==> config.mk <==
export PLATFORM = sky130hd
export DESIGN_NAME = fluxo_dados_genius_n
export DESIGN_NICKNAME = d
export VERILOG_FILES = /design/src/rtl/fluxo_dados_genius_n.sv
export SDC_FILE = /design/constraint.sdc
export NUM_CORES = 1
export LEC_CHECK = 0
export CORE_ASPECT_RATIO = 0.8
export CORE_MARGIN = 5
export CORE_UTILIZATION = 55
export CTS_CLUSTER_SIZE = 20
export DETAILED_ROUTE_END_ITERATION = 8
export PLACE_DENSITY = 0.83
export SLEW_MARGIN = 10
export SYNTH_ARGS = -nofsm -noshare
export SYNTH_HDL_FRONTEND = slang
export SYNTH_SLANG_ARGS = --single-unit
==> constraint.sdc <==
create_clock -name clock -period 2.6 [get_ports clock]
set_input_delay 0.26 -clock clock [delete_from_list [all_inputs] [get_ports clock]]
set_output_delay 0.26 -clock clock [all_outputs]
set_load 0.02 [all_outputs]
==> src/rtl/fluxo_dados_genius_n.sv <==
// Datapath of the memory-sequence game: address/limit counters, play register,
// sequence RAM, press edge detector, idle timeout and display timer.
module fluxo_dados_genius_n #(
  parameter int NB          = 4,
  parameter int DEPTH       = 16,
  parameter int AW          = $clog2(DEPTH),
  parameter int TIMEOUT_CYC = 5000,
  parameter int TMR_CYC     = 500
) (
  input  logic          clock,
  input  logic          reset,
  input  logic [NB-1:0] botoes,
  input  logic          zeraE,
  input  logic          contaE,
  input  logic          zeraL,
  input  logic          contaL,
  input  logic          zeraR,
  input  logic          registraR,
  input  logic          escreveM,
  input  logic          zeraTMR,
  input  logic          contaTMR,
  output logic          fimE,
  output logic          fimL,
  output logic          fimTMR,
  output logic          jogada_feita,
  output logic          jogada_invalida,
  output logic          chavesIgualMemoria,
  output logic          enderecoIgualLimite,
  output logic          enderecoMenorOuIgualLimite,
  output logic          timeout,
  output logic [NB-1:0] db_jogada,
  output logic [NB-1:0] db_memoria,
  output logic [AW-1:0] db_contagem,
  output logic [AW-1:0] db_limite,
  output logic          db_tem_jogada
);

  localparam int IW = (TIMEOUT_CYC > 1) ? $clog2(TIMEOUT_CYC) : 1;
  localparam int TW = (TMR_CYC > 1) ? $clog2(TMR_CYC) : 1;
  localparam logic [AW-1:0] LAST_ADDR = AW'(DEPTH - 1);
  localparam logic [IW-1:0] IDLE_PRE  = IW'(TIMEOUT_CYC - 2);
  localparam logic [TW-1:0] TMR_LAST  = TW'(TMR_CYC - 1);

  logic [AW-1:0] endereco;
  logic [AW-1:0] limite;
  logic [NB-1:0] jogada;
  logic [NB-1:0] mem_q;
  logic [NB-1:0] mem [DEPTH];
  logic          tem;
  logic          prev;
  logic [IW-1:0] idle_cnt;
  logic          idle_clr;
  logic [TW-1:0] tmr;

  // More than one bit set: clearing the lowest set bit leaves something behind.
  function automatic logic multi_hot(input logic [NB-1:0] b);
    return (b & (b - NB'(1))) != '0;
  endfunction

  always_ff @(posedge clock) begin
    if (reset || zeraE)
      endereco <= '0;
    else if (contaE)
      endereco <= (endereco == LAST_ADDR) ? '0 : endereco + AW'(1);
  end

  always_ff @(posedge clock) begin
    if (reset || zeraL)
      limite <= '0;
    else if (contaL)
      limite <= (limite == LAST_ADDR) ? '0 : limite + AW'(1);
  end

  always_ff @(posedge clock) begin
    if (reset || zeraR)
      jogada <= '0;
    else if (registraR)
      jogada <= botoes;
  end

  // RAM array holds its contents across reset; only the read register clears.
  always_ff @(posedge clock) begin
    if (escreveM)
      mem[endereco] <= jogada;
  end

  always_ff @(posedge clock) begin
    if (reset)
      mem_q <= '0;
    else if (escreveM)
      mem_q <= jogada;
    else
      mem_q <= mem[endereco];
  end

  assign tem             = |botoes;
  assign jogada_feita    = tem & ~prev;
  assign jogada_invalida = jogada_feita & multi_hot(botoes);

  always_ff @(posedge clock) begin
    if (reset)
      prev <= 1'b0;
    else
      prev <= tem;
  end

  // Idle counter stops once timeout is raised, so the flag stays until a clear.
  assign idle_clr = reset | zeraE | contaE | jogada_feita;

  always_ff @(posedge clock) begin
    if (idle_clr) begin
      idle_cnt <= '0;
      timeout  <= 1'b0;
    end else if (!tem && !timeout) begin
      idle_cnt <= idle_cnt + IW'(1);
      if (idle_cnt == IDLE_PRE)
        timeout <= 1'b1;
    end
  end

  always_ff @(posedge clock) begin
    if (reset || zeraTMR)
      tmr <= '0;
    else if (contaTMR)
      tmr <= (tmr == TMR_LAST) ? '0 : tmr + TW'(1);
  end

  assign fimE                       = (endereco == LAST_ADDR);
  assign fimL                       = (limite == LAST_ADDR);
  assign fimTMR                     = (tmr == TMR_LAST);
  assign chavesIgualMemoria         = (jogada == mem_q);
  assign enderecoIgualLimite        = (endereco == limite);
  assign enderecoMenorOuIgualLimite = (endereco <= limite);

  assign db_jogada     = jogada;
  assign db_memoria    = mem_q;
  assign db_contagem   = endereco;
  assign db_limite     = limite;
  assign db_tem_jogada = tem;

endmodule

==> results.md, run 1 <==
- Status: completed
- Synthesized netlist cell count: about 370
- Grt total ovfl: 0
- Fin worst setup slack: 0.1507 ns
- #FFs+latches synth: 104
- Hpwl dp: approximately 6.4 mm
- # DRC: 0
- Commonest non-fill, non-tap cell in the layout: edfxtp_1
- Max Freq: between 0.4 and 0.5 GHz
- CTS root buffer: clkbuf_8
- WL per Instance: around 17 µm
- Main synth FF type: edfxtp_1
- CP Capture Point: enderecoMenorOuIgualLimite
- Clk sinks: between 100 and 150
- Initial Utilization: 56.52%
- Post-Route Skew: ~0.0036 ns
- H-tree Lvls: 3
- CTS buffer count: 9
- Row count: 29
- Number of synthesized flops with an enable pin: 64
- Ports: 41
- Clk Latency, worst-skew pair: between 0.3 and 0.4 ns
- Most frequent cells in the layout: edfxtp_1 (64), nor2_1 (41), clkdlybuf4s50_1 (40)
- Detailed-route vias per instance: about 5.7
- Port Buf Inserts: 40
- Final setup fails: 0
- Pre-antenna DRT Iters: 5
- Min-delay worst type: in -> reg
- Pin count of the biggest net entering global routing: 20
- Critical Path Sink Type: output port
- Starting DRT DRC Count: approximately 220
- Core ar.: ~0.008 mm²
- Chip height: roughly 91 µm
- Post-synth ARST share: 0%
- Final Cycle Share: ~94%
- Crit path time final: between 2 and 2.5 ns
- Area grow syn2layout: 16.64%
- Post CTS Setup Buffer Count: 0
- VDD IR max: ~0.31 mV
- Non-Filler Instances: 526
- Relative slew slack: between 50% and 60%
- Crit path kind: reg -> out
- Worst setup path startpoint: db_contagem[2]$_SDFFE_PP0P_
- Maxcap violations: 0
- Clk slew on worst S/H paths: about 0.090 ns
- Total global-route track usage: between 10% and 20%
- Slew at the pin closest to its max-slew limit: around 0.7 ns
- Setup TNS: 0 ns
- Routability cong.: between 0.8 and 0.9
- Ys Warns: 0
- RSZ-0062 raised after global routing: no
- Routed WL: between 9 and 10 mm
- Crit path arrival time: 2.19 ns
- R2R cell count: 5
- Initial antenna violation count: 0
- Critical Path RT: 2.34 ns
- R2r endpoint: db_memoria[2]$_SDFF_PP0_
- Reg2reg setup slack: between 0.5 and 0.6 ns
- Die X: ~110 µm
- Total placed cells including tap cells: 510
- Avg Cell Area, Syn: roughly 12 µm²
- Max-slew violations: 0
- Leak pwr: 0.001704 µW
- Synth cell types: 44
- Post-route ant nets: 0
- Cell Pwr Density: 556.0 mW/mm²
- Sequential area share after synthesis: around 60%
- CTS tree: yes
- Crit start category: flop
- Syn nets: just under 400
- Fill cells: between 500 and 600
- Layout cells sized above 1: about a tenth
- Layout net count: 440
- Setup WS pre-CTS: between 0.2 and 0.3 ns
- Diodes inserted: 0
- Post-Synthesis Cell Area: 0.004512 mm²
- First-pass GRT wire length: approximately 15 mm
- Critical R2R Launch: db_contagem[0]$_SDFFE_PP0P_
- DIE AREA: slightly above 0.01 mm²
- Longest Clk Path Bufs: 2
- DR vias: 3014
- Worst-path fanout max: 7
- Number of global-route vias before repair: approximately 3100
- Hold Vio Cnt, Final: 0
## registers in the layout (all words and copies together) (netlist names)
name	flops
idle_cnt	13
db_jogada	4
db_memoria	4
mem	64
db_limite	4
db_contagem	4
timeout	1
tmr	9
prev	1
## cell families after synthesis
logic type | synth area share [%]
buffers and inverters | 2.440
AOI/OAI and AO/OA | 5.685
muxes | 9.318
xor gates and xnor gates | 4.271
and+or+nand+nor | 14.39
adders and majority gates | 3.550
DFF | 60.34
## cell type report
type,instances,area [µm²],share of cell area [%]
sequential,104,2725,51.78
clock inverter,6,60.06,1.141
timing repair buffer,51,483.0,9.177
multi-input combinational,233,1679,31.91
tap,108,135.1,2.568
clock buffer,10,127.6,2.425
inverter,14,52.55,0.9986
## through the flow
step	cell area, µm²	total power, µW	hold slack [ns]	util, %
after floorplan	4512	1916	0.3363	-
after global placement	5072	2011	0.4717	63.54
after detailed placement	5072	2015	0.4903	63.54
after CTS	5261	2946	0.4551	65.91
after global routing	5263	3037	0.4501	65.92
final	5263	2926	0.4685	65.92
## routing by layer
layer | GRT usage [%] | wire [µm] | up-vias
li1 | - | - | 1454
met1 | 24.55 | 4044 | 1453
met2 | 29.97 | 4359 | 93
met3 | 5.847 | 586 | 14
met4 | 6.282 | 129 | 0
met5 | 0 | 0 | -
## cells in the mapped netlist, types with 8 or more instances
master / instances / area, µm²
a21oi_1: 12 / 60.06
clkbuf_1: 9 / 33.78
dfxtp_1: 40 / 800.8
edfxtp_1: 64 / 1922
ha_1: 12 / 150.1
inv_1: 13 / 48.80
mux2i_1: 24 / 240.2
mux4_2: 8 / 180.2
nand2_1: 16 / 60.06
nand3_1: 11 / 55.05
nor2_1: 41 / 153.9
nor3_1: 27 / 135.1
xnor2_1: 10 / 87.58
xor2_1: 12 / 105.1
## worst min-delay path by stage
stage,from,to,cells after the start
after floorplan,zeraL,db_limite[3]$_SDFFE_PP0P_,1
after global placement,idle_cnt[12]$_SDFFE_PP0P_,idle_cnt[12]$_SDFFE_PP0P_,2
after CTS,zeraTMR,tmr[1]$_SDFFE_PP0P_,2
after global routing,zeraTMR,tmr[1]$_SDFFE_PP0P_,2
final,zeraTMR,tmr[1]$_SDFFE_PP0P_,2
after detailed placement,idle_cnt[9]$_SDFFE_PP0P_,idle_cnt[9]$_SDFFE_PP0P_,2
## power breakdown
part | internal [µW] | total, µW | switching [µW]
registers | 1760 | 1770 | 15.7
logic | 95.6 | 206 | 110
clock network | 440 | 948 | 507
## worst max-delay path: stages, from the launching register on
cell	delay (ns)
dfxtp_1	0.49
ha_1	0.30
a21oi_1	0.16
o22ai_1	0.10
o22ai_1	0.15
clkdlybuf4s50_1	0.63
## repair_timing
item                                    CTS  global route
hold buffers                              0             0
hold endpoints to repair                  0             0
endpoints found under the setup margin    1             1
gates resized for setup                   1             1
No activity file was read; power rests on OpenSTA's default activity.
==> run 2, diff against run 1 <==
--- a/config.mk
+++ b/config.mk
@@ -10,6 +10,7 @@
 export CORE_UTILIZATION = 55
 export CTS_CLUSTER_SIZE = 20
 export DETAILED_ROUTE_END_ITERATION = 8
+export GPL_TIMING_DRIVEN = 0
 export PLACE_DENSITY = 0.83
 export SLEW_MARGIN = 10
 export SYNTH_ARGS = -nofsm -noshare
==> constraint.sdc (replaced) <==
create_clock -name clock -period 2.8 [get_ports clock]
set_input_delay 0.28 -clock clock [delete_from_list [all_inputs] [get_ports clock]]
set_output_delay 0.28 -clock clock [all_outputs]
set_load 0.02 [all_outputs]
==> results.md, run 2 (synthesized netlist as in run 1, its figures left out) <==
- Worst-path fanout max: 10 (+3)
- Hold Buf Count CTS: 0 (unchanged)
- Worst hold start: contaTMR
- R2R cell count: 5 (unchanged)
- Finished Core Util: 65.22% (-0.71 points)
- Starting DRT DRC Count: 195 (-9.7%)
- Detailed-route vias per instance: 5.711 (-0.33%)
- Number of global-route vias before repair: 2968 (-2.7%)
- Min-delay worst type: in -> reg
- R2r endpoint: db_memoria[0]$_SDFF_PP0_
- Hold Path Stages: 3 (+1)
- Clk Latency, worst-skew pair: 0.37 ns (about the same)
- Die X: 111.3 µm (unchanged)
- Diodes inserted: 0 (unchanged)
- Maxcap violations: 0 (unchanged)
- CTS tree: yes
- Hold Vio Cnt, Final: 0 (unchanged)
- # DRC: 0 (unchanged)
- Post-route cell area: 0.005206 mm² (-1.1%)
- Pin count of the biggest net entering global routing: 21 (+5.0%)
- Routed WL: 9.162 mm (+0.48%)
- Grt total ovfl: 0 (unchanged)
- Max Freq: 0.3761 GHz
- Setup WS pre-CTS: -0.3724 ns (-0.6615 ns)
- Crit path kind: reg -> out
- Relative slew slack: 46.81% (-6.7 points)
- Initial Utilization: 56.52% (unchanged)
- Critical Path Sink Type: output port
- Layout cells sized above 1: 7.656% (-1.7 points)
- Total global-route track usage: 18.63% (-0.099 points)
- Clk sinks: 104 (unchanged)
- Initial antenna violation count: 0 (unchanged)
- Pre-antenna DRT Iters: 4 (-1)
- Core ar.: 0.007983 mm² (unchanged)
- CTS buffer count: 9 (unchanged)
- Longest Clk Path Bufs: 2 (unchanged)
- Total Power: 2675 µW (-8.6%)
- Status: completed
- Number of flip-flops in the largest register: 64 (unchanged)
- WL per Instance: 17.42 µm (+0.48%)
- Fin worst setup slack: 0.1412 ns (-0.009564 ns)
- Area grow syn2layout: 15.39%
- Final setup fails: 0 (unchanged)
- Largest Register: mem
- Non-Filler Instances: 526 (unchanged)
- VDD IR max: 0.2535 mV (-18%)
- Chip height: 91.01 µm (unchanged)
- Port Buf Inserts: 37 (-7.5%)
- Crit start category: flop
- Crit path time final: approximately 2.7 ns
- Layout net count: 440 (unchanged)
- Min-Delay Endpoint: tmr[0]$_SDFFE_PP0P_
- Crit path arrival time: 2.38 ns (+0.19 ns)
- Reg2reg setup slack: 0.39 ns (-0.19 ns)
- DR vias: 3004 (-0.33%)
- Commonest non-fill, non-tap cell in the layout: edfxtp_1
- Placed Area: 0.005017 mm² (-1.1%)
- Leak pwr: 0.001649 µW (-3.2%)
- Post-route ant nets: 0 (unchanged)
- Row count: 29 (unchanged)
- Max-slew violations: 0 (unchanged)
- Slew at the pin closest to its max-slew limit: 0.7967 ns (+0.1053 ns)
- DIE AREA: 0.01013 mm² (unchanged)
- RSZ-0062 raised after global routing: no
- Most frequent cells in the layout: edfxtp_1 (64), nor2_1 (41), dfxtp_1 (38)
- First-pass GRT wire length: 14.98 mm (-1.5%)
- Cell Pwr Density: 513.7 mW/mm² (-7.6%)
- Ports: 41 (unchanged)
- Total placed cells including tap cells: 511 (+0.20%)
- Hpwl dp: 6.534 mm (+1.6%)
- Biggest regs: mem: 64 flops, idle_cnt: 13 flops, tmr: 9 flops
- Routability cong.: 0.8929 (+7.7%)
- Critical R2R Launch: db_contagem[1]$_SDFFE_PP0P_
- Final Cycle Share: between 90% and 100%
- H-tree Lvls: 3 (unchanged)
- Post-Route Skew: 0.009609 ns (+0.006037 ns)
- CTS root buffer: clkbuf_8
- Critical Path RT: 2.52 ns (+0.18 ns)
- Clk slew on worst S/H paths: 0.09 ns (about the same)
==> run 2: through the flow <==
step / setup TNS [ns] / hold WS [ns]
after global routing: 0 / 0.3195
after CTS: 0 / 0.2962
after detailed placement: -0.6784 / 0.4869
final: 0 / 0.3220
after global placement: -0.5193 / 0.4629
after floorplan: 0 / 0.3563
==> run 2: worst max-delay path, cell delays in order (launching register included) <==
cell and delay (ns):
dfxtp_1 0.51, buf_1 0.56, and3_1 0.32, clkdlybuf4s50_1 0.62
==> run 2: worst max-delay path by stage <==
stage                                           start                         end  slack (ns)  depth (start not counted)
after floorplan           db_contagem[0]$_SDFFE_PP0P_  enderecoMenorOuIgualLimite        0.30                          7
after global placement    db_contagem[0]$_SDFFE_PP0P_  enderecoMenorOuIgualLimite       -0.29                          8
after detailed placement  db_contagem[0]$_SDFFE_PP0P_  enderecoMenorOuIgualLimite       -0.37                          8
after CTS                 db_contagem[0]$_SDFFE_PP0P_         enderecoIgualLimite        0.02                          7
after global routing      db_contagem[2]$_SDFFE_PP0P_                        fimE        0.02                          3
final                     db_contagem[2]$_SDFFE_PP0P_                        fimE        0.14                          3
==> run 2: layout make-up <==
type	count	area (µm²)
Fill cell	604	2776
Sequential cell	104	2725
Multi-Input combinational cell	233	1679
Timing Repair Buffer	37	371.6
Tap cell	108	135.1
Clock buffer	9	123.9
Buffer	14	63.81
Clock inverter	7	55.05
Inverter	14	52.55
==> run 2: report_power, final <==
| part | internal [µW] | switching [µW] |
|---|---|---|
| logic | 82.1 | 95.3 |
| registers | 1630 | 21.1 |
| clock network | 330 | 514 |
| total | 2040 | 630 |
==> run 2: what timing repair did <==
action / CTS / global route
hold endpoints to repair: 0 / 0
buffers inserted: 0 / 0
resized for setup: 5 / 4
gates cloned: 0 / 0
endpoints found under the setup margin: 2 / 2
==> run 2: routing by layer <==
layer | vias to the layer above | track usage, % | wire [µm]
met5 | - | 0 | 0
met4 | 0 | 6.079 | 167
met3 | 18 | 5.116 | 537
met2 | 88 | 30.62 | 4393
met1 | 1443 | 24.19 | 4063
li1 | 1455 | - | -
==> run 3, diff against run 2 <==
--- a/config.mk
+++ b/config.mk
@@ -12,7 +12,6 @@
 export DETAILED_ROUTE_END_ITERATION = 8
 export GPL_TIMING_DRIVEN = 0
 export PLACE_DENSITY = 0.83
-export SLEW_MARGIN = 10
 export SYNTH_ARGS = -nofsm -noshare
 export SYNTH_HDL_FRONTEND = slang
 export SYNTH_SLANG_ARGS = --single-unit
==> results of run 3 <==
Same layout as run 2: the final DEF is identical, and so are final timing and power.
